## src/rtl/store_pkg.sv

```systemverilog
// rtl/store_pkg.sv - shared constants, FSM states and queue entry type for the store buffer
package store_pkg;

    localparam int ROB_W = 6;
    localparam logic [ROB_W-1:0] INVALID_ROB = 6'b010000;

    localparam logic [2:0] SB_OP = 3'b000;
    localparam logic [2:0] SH_OP = 3'b001;
    localparam logic [2:0] SW_OP = 3'b010;

    typedef enum logic [1:0] {
        IDLE,
        WRITE,
        DONE
    } wr_state_t;

    typedef struct packed {
        logic             valid;
        logic             committed;
        logic [ROB_W-1:0] rob;
        logic [31:0]      addr;
        logic [31:0]      data;
        logic [2:0]       sub_type;
    } sb_entry_t;

endpackage

```

## src/rtl/store_lane_gen.sv

```systemverilog
// rtl/store_lane_gen.sv - byte-enable and lane-replicated write data for one store
module store_lane_gen
    import store_pkg::*;
(
    input  logic [2:0]  sub_type,
    input  logic [1:0]  byte_off,
    input  logic [31:0] data,
    output logic [3:0]  be,
    output logic [31:0] wdata
);

    // Replicate the store value across every lane it could land in and enable only the target lanes.
    always_comb begin
        be    = 4'b0000;
        wdata = data;
        case (sub_type)
            SB_OP: begin
                be    = 4'b0001 << byte_off;
                wdata = {4{data[7:0]}};
            end
            SH_OP: begin
                be    = byte_off[1] ? 4'b1100 : 4'b0011;
                wdata = {2{data[15:0]}};
            end
            SW_OP: begin
                be    = 4'b1111;
                wdata = data;
            end
            default: begin
                be    = 4'b0000;
                wdata = data;
            end
        endcase
    end

endmodule

```

## src/rtl/store_buffer.sv

```systemverilog
// rtl/store_buffer.sv - in-order store queue with commit gating and memory write FSM; STORE_FWD_EN enables load forwarding
module store_buffer
    import store_pkg::*;
#(
    parameter int DEPTH = 4
) (
    input  logic             clock,
    input  logic             reset,
    input  logic             storeEnable,
    input  logic [ROB_W-1:0] robNum_in,
    input  logic [31:0]      data1_in,
    input  logic [31:0]      data2_in,
    input  logic [2:0]       subType_in,
    output logic             full,
    input  logic             commitEnable,
    input  logic [ROB_W-1:0] commitRob,
    input  logic             flush,
    output logic             mem_req,
    output logic [31:0]      mem_addr,
    output logic [31:0]      mem_wdata,
    output logic [3:0]       mem_be,
    input  logic             mem_ack,
    output logic             iscast,
    output logic [ROB_W-1:0] robNum_out,
    input  logic [31:0]      fwd_addr,
    output logic             fwd_hit,
    output logic [31:0]      fwd_data
);

    localparam int PTR_W = $clog2(DEPTH);
    localparam int CNT_W = PTR_W + 1;

    sb_entry_t        entries [DEPTH];
    logic [PTR_W-1:0] head;
    logic [PTR_W-1:0] tail;
    logic [CNT_W-1:0] count;
    logic [CNT_W-1:0] count_d;
    logic [CNT_W-1:0] n_comm;
    wr_state_t        state;
    wr_state_t        state_d;
    logic             do_pop;
    logic             do_enq;
    logic             start_wr;
    sb_entry_t        head_e;
    logic [3:0]       lane_be;
    logic [31:0]      lane_wdata;

    assign head_e = entries[head];

    store_lane_gen u_lane_gen (
        .sub_type (head_e.sub_type),
        .byte_off (head_e.addr[1:0]),
        .data     (head_e.data),
        .be       (lane_be),
        .wdata    (lane_wdata)
    );

    // Committed entries always form a prefix from head, so their count gives the post-flush tail.
    always_comb begin
        n_comm = '0;
        for (int i = 0; i < DEPTH; i++) begin
            if (entries[i].valid && entries[i].committed) begin
                n_comm = n_comm + 1'b1;
            end
        end
    end

    // Write FSM next state: start on a committed head, pop on ack, one completion cycle.
    always_comb begin
        state_d  = state;
        do_pop   = 1'b0;
        start_wr = 1'b0;
        case (state)
            IDLE: begin
                if (head_e.valid && head_e.committed) begin
                    state_d  = WRITE;
                    start_wr = 1'b1;
                end
            end
            WRITE: begin
                if (mem_ack) begin
                    do_pop  = 1'b1;
                    state_d = DONE;
                end
            end
            DONE: begin
                state_d = IDLE;
            end
            default: begin
                state_d = IDLE;
            end
        endcase
    end

    // A pop frees the slot the tail points at when full, so enqueue may proceed; flush drops the new store.
    always_comb begin
        do_enq = storeEnable && !flush && (!full || do_pop);
        if (flush) begin
            count_d = n_comm - CNT_W'(do_pop);
        end else begin
            count_d = count + CNT_W'(do_enq) - CNT_W'(do_pop);
        end
    end

    // FSM state register.
    always_ff @(posedge clock or posedge reset) begin
        if (reset) begin
            state <= IDLE;
        end else begin
            state <= state_d;
        end
    end

    // Queue storage: commit marking, flush invalidation, pop, then enqueue so a same-slot enqueue wins.
    always_ff @(posedge clock or posedge reset) begin
        if (reset) begin
            for (int i = 0; i < DEPTH; i++) begin
                entries[i] <= '0;
            end
            head  <= '0;
            tail  <= '0;
            count <= '0;
            full  <= 1'b0;
        end else begin
            for (int i = 0; i < DEPTH; i++) begin
                if (commitEnable && entries[i].valid && !entries[i].committed &&
                    entries[i].rob == commitRob) begin
                    entries[i].committed <= 1'b1;
                end
                if (flush && entries[i].valid && !entries[i].committed) begin
                    entries[i].valid <= 1'b0;
                end
            end
            if (do_pop) begin
                entries[head].valid <= 1'b0;
                head                <= head + 1'b1;
            end
            if (do_enq) begin
                entries[tail] <= '{valid: 1'b1, committed: 1'b0, rob: robNum_in,
                                   addr: data2_in, data: data1_in, sub_type: subType_in};
            end
            if (flush) begin
                tail <= head + PTR_W'(n_comm);
            end else if (do_enq) begin
                tail <= tail + 1'b1;
            end
            count <= count_d;
            full  <= (count_d == CNT_W'(DEPTH));
        end
    end

    // Memory-side outputs: latched from the head at write start, completion tag shown only in DONE.
    always_ff @(posedge clock or posedge reset) begin
        if (reset) begin
            mem_req    <= 1'b0;
            mem_addr   <= '0;
            mem_wdata  <= '0;
            mem_be     <= '0;
            iscast     <= 1'b0;
            robNum_out <= INVALID_ROB;
        end else begin
            mem_req <= (state_d == WRITE);
            iscast  <= (state_d == DONE);
            if (start_wr) begin
                mem_addr  <= {head_e.addr[31:2], 2'b00};
                mem_wdata <= lane_wdata;
                mem_be    <= lane_be;
            end
            robNum_out <= do_pop ? head_e.rob : INVALID_ROB;
        end
    end

`ifdef STORE_FWD_EN
    logic [PTR_W-1:0] fwd_idx;

    // Walk oldest to youngest so the youngest matching full-word store is the one reported.
    always_comb begin
        fwd_hit  = 1'b0;
        fwd_data = '0;
        fwd_idx  = head;
        for (int i = 0; i < DEPTH; i++) begin
            fwd_idx = head + PTR_W'(i);
            if (entries[fwd_idx].valid && entries[fwd_idx].sub_type == SW_OP &&
                entries[fwd_idx].addr[31:2] == fwd_addr[31:2]) begin
                fwd_hit  = 1'b1;
                fwd_data = entries[fwd_idx].data;
            end
        end
    end
`else
    logic unused_fwd_addr;

    assign unused_fwd_addr = ^fwd_addr;
    assign fwd_hit         = 1'b0;
    assign fwd_data        = '0;
`endif

endmodule

```

## config.mk

```make
export PLATFORM = sky130hd
export DESIGN_NAME = store_buffer
export DESIGN_NICKNAME = d
export VERILOG_FILES = /design/src/rtl/store_pkg.sv /design/src/rtl/store_lane_gen.sv /design/src/rtl/store_buffer.sv
export SDC_FILE = /design/constraint.sdc
export NUM_CORES = 1
export LEC_CHECK = 0
export ABC_AREA = 1
export ABC_CLOCK_PERIOD_IN_PS = 11410
export BUFFER_PORTS_ARGS = -buffer_cell sky130_fd_sc_hd__buf_2
export CAP_MARGIN = 20
export CELL_PAD_IN_SITES_DETAIL_PLACEMENT = 0
export CELL_PAD_IN_SITES_GLOBAL_PLACEMENT = 1
export CORE_AREA = 2 2 220 222
export DETAILED_ROUTE_END_ITERATION = 7
export DIE_AREA = 0 0 222 224
export PLACE_DENSITY_LB_ADDON = 0.1
export SLEW_MARGIN = 20
export SYNTH_ARGS = -nofsm -noshare
export SYNTH_HDL_FRONTEND = slang
export SYNTH_HIERARCHICAL = 1
export SYNTH_SLANG_ARGS = --single-unit
export TNS_END_PERCENT = 5
```

## constraint.sdc

```tcl
create_clock -name clock -period 11.41 [get_ports clock]
set_input_delay 1.141 -clock clock [delete_from_list [all_inputs] [get_ports clock]]
set_output_delay 1.141 -clock clock [all_outputs]
set_load 0.05 [all_outputs]
```

Word level (Yosys, flattened, before mapping)

Cells that the tools add are included.

Output and inout bits: 110
Input port bits: 117
Bits in registers: 384
Word-level logic and storage cells: 137

Multiplexer cells: 37
Add/subtract/negate cells: 9
Magnitude comparators: 4
Shift operators: 1
Equality and inequality tests: 10
Bitwise gates (word level): 2
Reductions and logical operators: 39

Operators by type and width:

| operator              | count |
|---|---|
| $bwmux W300           | 2 |
| $mux W300             | 2 |
| $demux W75 S2         | 2 |
| $mux W75              | 4 |
| $bmux W75 S2          | 1 |
| $pmux W32 S2          | 1 |
| $logic_and A1 B1 Y1   | 29 |
| $eq A6 B6 Y1          | 4 |
| $mux W1               | 13 |
| $mux W3               | 4 |
| $pmux W4 S3           | 1 |
| $add A3 B1 Y3 const B | 3 |
| $mux W2               | 4 |
| $ge A3 B3 Y1 const B  | 2 |
| $logic_not A1 Y1      | 6 |
| $lt A3 B1 Y1 const B  | 2 |
| $mux W6               | 1 |
| $not A2 Y3            | 2 |
| $sub A3 B1 Y3         | 2 |
| $add A2 B1 Y2 const B | 2 |
| $eq A2 B1 Y1 const B  | 2 |
| $mux W4               | 1 |
| $pmux W2 S2           | 1 |
| $shl A1 B2 Y4 const A | 1 |
| other kinds (10)      | 10 |

Longest topological paths before layout

Depth after elaboration: 11
Mapped depth: 16
Gate-level depth less buffers: 16

Cells and area by module

The synthesis kept the hierarchy.

Modules (own cells, without submodules):

| module         | times used | cells an instance | area an instance (um^2) |
|---|---|---|---|
| store_buffer   | 1          | 2231              | 17773.3 |
| store_lane_gen | 1          | 108               | 506.7 |

Worst setup path before layout

Ideal clock, no wire load.

Kind: input-to-reg
Start: input flush
End: register full
Path buffers: 2
Data required time: 11339 ps
Setup time: 71 ps
Arrival time: 2950 ps
Setup slack: 8388 ps
Stages: 11
Path through: buf_2 nor2_2 nand2_4 buf_6 ha_1 inv_1 ha_1 fa_1 o21ai_0 nand2_1 nor2_1

Cells in the longest elaborated chain, start to end: 7

Ends and longest elaborated chain:

| what                              | RTL line            | RTL |
|---|---|---|
| from (decl)                       | store_buffer.sv:17  | `input logic flush,` |
| $logic_not A1 Y1                  | store_buffer.sv:97  | `do_enq = storeEnable && !flush && (!full \|\| do_pop);` |
| $logic_and A1 B1 Y1 (2 in series) | store_buffer.sv:97  |  |
| $add A3 B1 Y3                     | store_buffer.sv:101 | `count_d = count + CNT_W'(do_enq) - CNT_W'(do_pop);` |
| $sub A3 B1 Y3                     | store_buffer.sv:101 |  |
| $mux W3 *                         | store_buffer.sv:98  | `if (flush) begin` |
| $eq A3 B3 Y1 *                    | store_buffer.sv:148 | `full <= (count_d == CNT_W'(DEPTH));` |
| to (signal assigned)              | store_buffer.sv:148 |  |
| to (decl)                         | store_buffer.sv:14  | `output logic full,` |

Mark *: on every way between the ends. The rest lies on a longest branch, timed or not.
A chain may end at the register's enable or synchronous reset.

==> results.md <==
* Post-synth EDFFs at 0
* Final Routed Wirelength at 53.0 mm
* Final Cycle Share at 0.344
* Asr flop ratio synth at 1.00
* Leading area contributor after synthesis: dfrtp_1
* Chip Width at 222 um
* First-pass GRT wire length at around 84 mm
* Clock Tree Root: clkbuf_16
* DR vias/cell at 4.92
* Clock Pin Slew Worst Setup and Hold Paths at about 0.060 ns
* Fin. Hold Viols at 0
* Max-Cap Viols at 0
* Setup Buffers After CTS at 0
* Placed instance area at 19200 um2
* Post-CTS Resized at 0
* Post-synthesis cell type count at 33
* DPL Wire Length at 29.9 mm
* Worst Path Required at approximately 12 ns
* CTS H-tree lvls at 2
* Port Buffer Count at approximately 160
* Final instance area at a little over 20000 um2
* Initial core utilization at 0.386
* Syn-to-layout area delta at 12.9%
* CORE AREA at around 47000 um2
* Status: finished, final reports clean
* Worst vdd ir at 0.158 mV
* Num CTS Buffers at 45
* Vias in the first global route at approximately 15000
* Row Count at 80
* Clk Latency, worst-skew pair at 0.57 ns
* Crit path max fanout at between 70 and 80
* Combinational share of power at 0.427
* Top post-synthesis cells by count: 979 x nand2_1, 383 x dfrtp_1, 225 x o21ai_0
* Slew Viols, Final at 0
* YS warnings at 6
* Most common cell in the synthesized netlist: nand2_1
* Top cells by area, synth: dfrtp_1 52%, nand2_1 20%, o21ai_0 6.2%, nand3_1 3.3%, inv_1 3.2%
* CTS sink cnt at around 380
* Synthesized instance count at between 2000 and 2500
* # hold bufs at CTS at 0
* TritonRoute pass-1 iters at 5
* CTS max path bufs at 3
* Post-Syn Area per Cell at about 7.8 um2
* GPL Wtd Cong at between 0.7 and 0.8
* Initial DRC Count at 1079
* Drt drc at 0
* Hold Path Class: flop to flop
* WS Path Type: flop to flop
* Share of cells above drive strength 1 at 0.109
* Die height at about 220 um
* Per-cell routed wire length at between 15 and 20 um
* Gr ovfl total at 0
* Worst path arrival time at ~4.4 ns
* Sw Pwr at roughly 2.9 mW
* Setup_tns at 0 ns
* Reg power frac at 0.354
* Die Area at just under 50000 um2
* CTS tree: yes
* Number of routed nets with antenna violations at 0
* Highest clock rate at between 200 and 300 MHz
* Pwr/cell area at 316 nW/um2
* Sequential fraction of the synthesis area at 0.526
* Unrepaired setup endpoints after global routing: false
* Hold_ws at 0.463 ns
* Worst Clk Skew at 0.0142 ns
* Cell-internal power at ~3.6 mW
* Switching Fraction at 0.442
* Startpoint types: flop
* Tot GR Track Use at 0.215
* Final nets at ~2500
* Synth top area share at 0.524
* Vias post-DR at between 15000 and 20000
* Clock share of power at 0.220
* Lkg Pwr at between 10 and 15 nW
* Initial antenna violation count at 8
* Synth Register Bits at 384
* R2R Setup Slk at roughly 7.5 ns
* Largest net degree at the start of global routing at roughly 160
* Slew margin rel. at 0.284
* Setup Viol. Count Final at 0
* Ports at between 200 and 250
* Mapped Area at between 15000 and 20000 um2
* Worst-Margin Slew at about 1.1 ns
* Most used DFF post-synth: dfrtp_1
* Min Clock Period, post-route at just under 4 ns
* Endpoint class of the critical path: flop
## critical path, cell delays in order, from the launching register on
cell and delay (ns):
dfrtp_1 0.68, inv_4 0.83, buf_4 0.80, o21ai_0 0.21, o22ai_1 0.33, nor2_4 0.22
inv_2 0.29, nand2_1 0.17, nand3_1 0.12, nand3_1 0.08, nand2_1 0.11
## registers in the layout, summed over array words and instances (netlist names)
signal and flops:
state 2, robNum_out 6, tail 2, full 1
mem_wdata 32, mem_req 1, entries 300, mem_addr 30
head 2, count 3, iscast 1, mem_be 4
## worst paths after layout
check | startpoint | end | depth (start not counted)
setup reg to reg | head[1]$_DFFE_PP0P_ | mem_wdata[28]$_DFFE_PP0P_ | 10
hold / removal | entries[171]$_DFFE_PP0P_ | entries[171]$_DFFE_PP0P_ | 2
max in group asynchronous | reset | entries[5]$_DFFE_PP0P_ | 4
hold reg to reg | entries[171]$_DFFE_PP0P_ | entries[171]$_DFFE_PP0P_ | 2
min in group asynchronous | reset | robNum_out[2]$_DFF_PP0_ | 3
setup / recovery | head[1]$_DFFE_PP0P_ | mem_wdata[28]$_DFFE_PP0P_ | 10
## metrics by stage
stage / util / power [mW] / setup slack (ns) / std cells
after global routing: 0.436 / 7.06 / 7.19 / 3059
after CTS: 0.435 / 6.61 / 7.42 / 3058
after detailed placement: 0.405 / 5.14 / 7.42 / 2982
after floorplan: - / 4.41 / 5.11 / 2373
after global placement: 0.405 / 5.09 / 7.45 / 2982
final: 0.436 / 6.52 / 7.49 / 3061
## layout by cell type (no fill, tap or decap), types with 8 or more instances in the layout
| cell | count |
|---|---|
| nand2_1 | 978 |
| dfrtp_1 | 382 |
| o21ai_0 | 225 |
| buf_2 | 159 |
| inv_1 | 154 |
| nand3_1 | 118 |
| a21oi_1 | 86 |
| nor2_1 | 67 |
| o21ai_1 | 55 |
| clkbuf_16 | 45 |
| o211ai_1 | 37 |
| conb_1 | 35 |
| ha_1 | 16 |
| buf_4 | 15 |
| clkbuf_1 | 10 |
| clkbuf_8 | 9 |
| clkinv_2 | 8 |
## cell families (layout without fill, tap and decap cells)
kind of cell               Yosys count  count (layout)  synth area share
adders and majority gates           17              17            0.0120
DFF                                384             384             0.526
AOI/OAI and AO/OA                  407             407             0.117
and+or+nand+nor                   1179            1179             0.255
other                                1              38          0.000205
xor gates and xnor gates             5               5           0.00240
buffers and inverters              346             416            0.0883
## layout make-up
class                      instances  area [um2]
antenna                            3        7.51
fill                            4895       26700
timing repair buffer             177         960
inverter                         163         623
sequential                       384        9610
clock inverter                    12         160
multi-input combinational       1643        7210
clock buffer                      64        1290
tap                              615         769
## metal layers
| layer | vias up | global-route usage | share of wire |
|---|---|---|---|
| li1 | 7455 | - | - |
| met1 | 7205 | 0.292 | 0.46 |
| met2 | 303 | 0.353 | 0.47 |
| met3 | 95 | 0.0337 | 0.043 |
| met4 | 8 | 0.0682 | 0.023 |
| met5 | - | 0 | 0.00083 |
## power groups by stage
stage	Clock, mW	Sequential (mW)	Combinational (mW)
final	1.43	2.31	2.78
after global routing	1.53	2.38	3.15
after CTS	1.48	2.31	2.82
after detailed placement	0	2.33	2.81
after global placement	0	2.31	2.77
after floorplan	0	2.61	1.80
(Power assumes the default switching activity.)
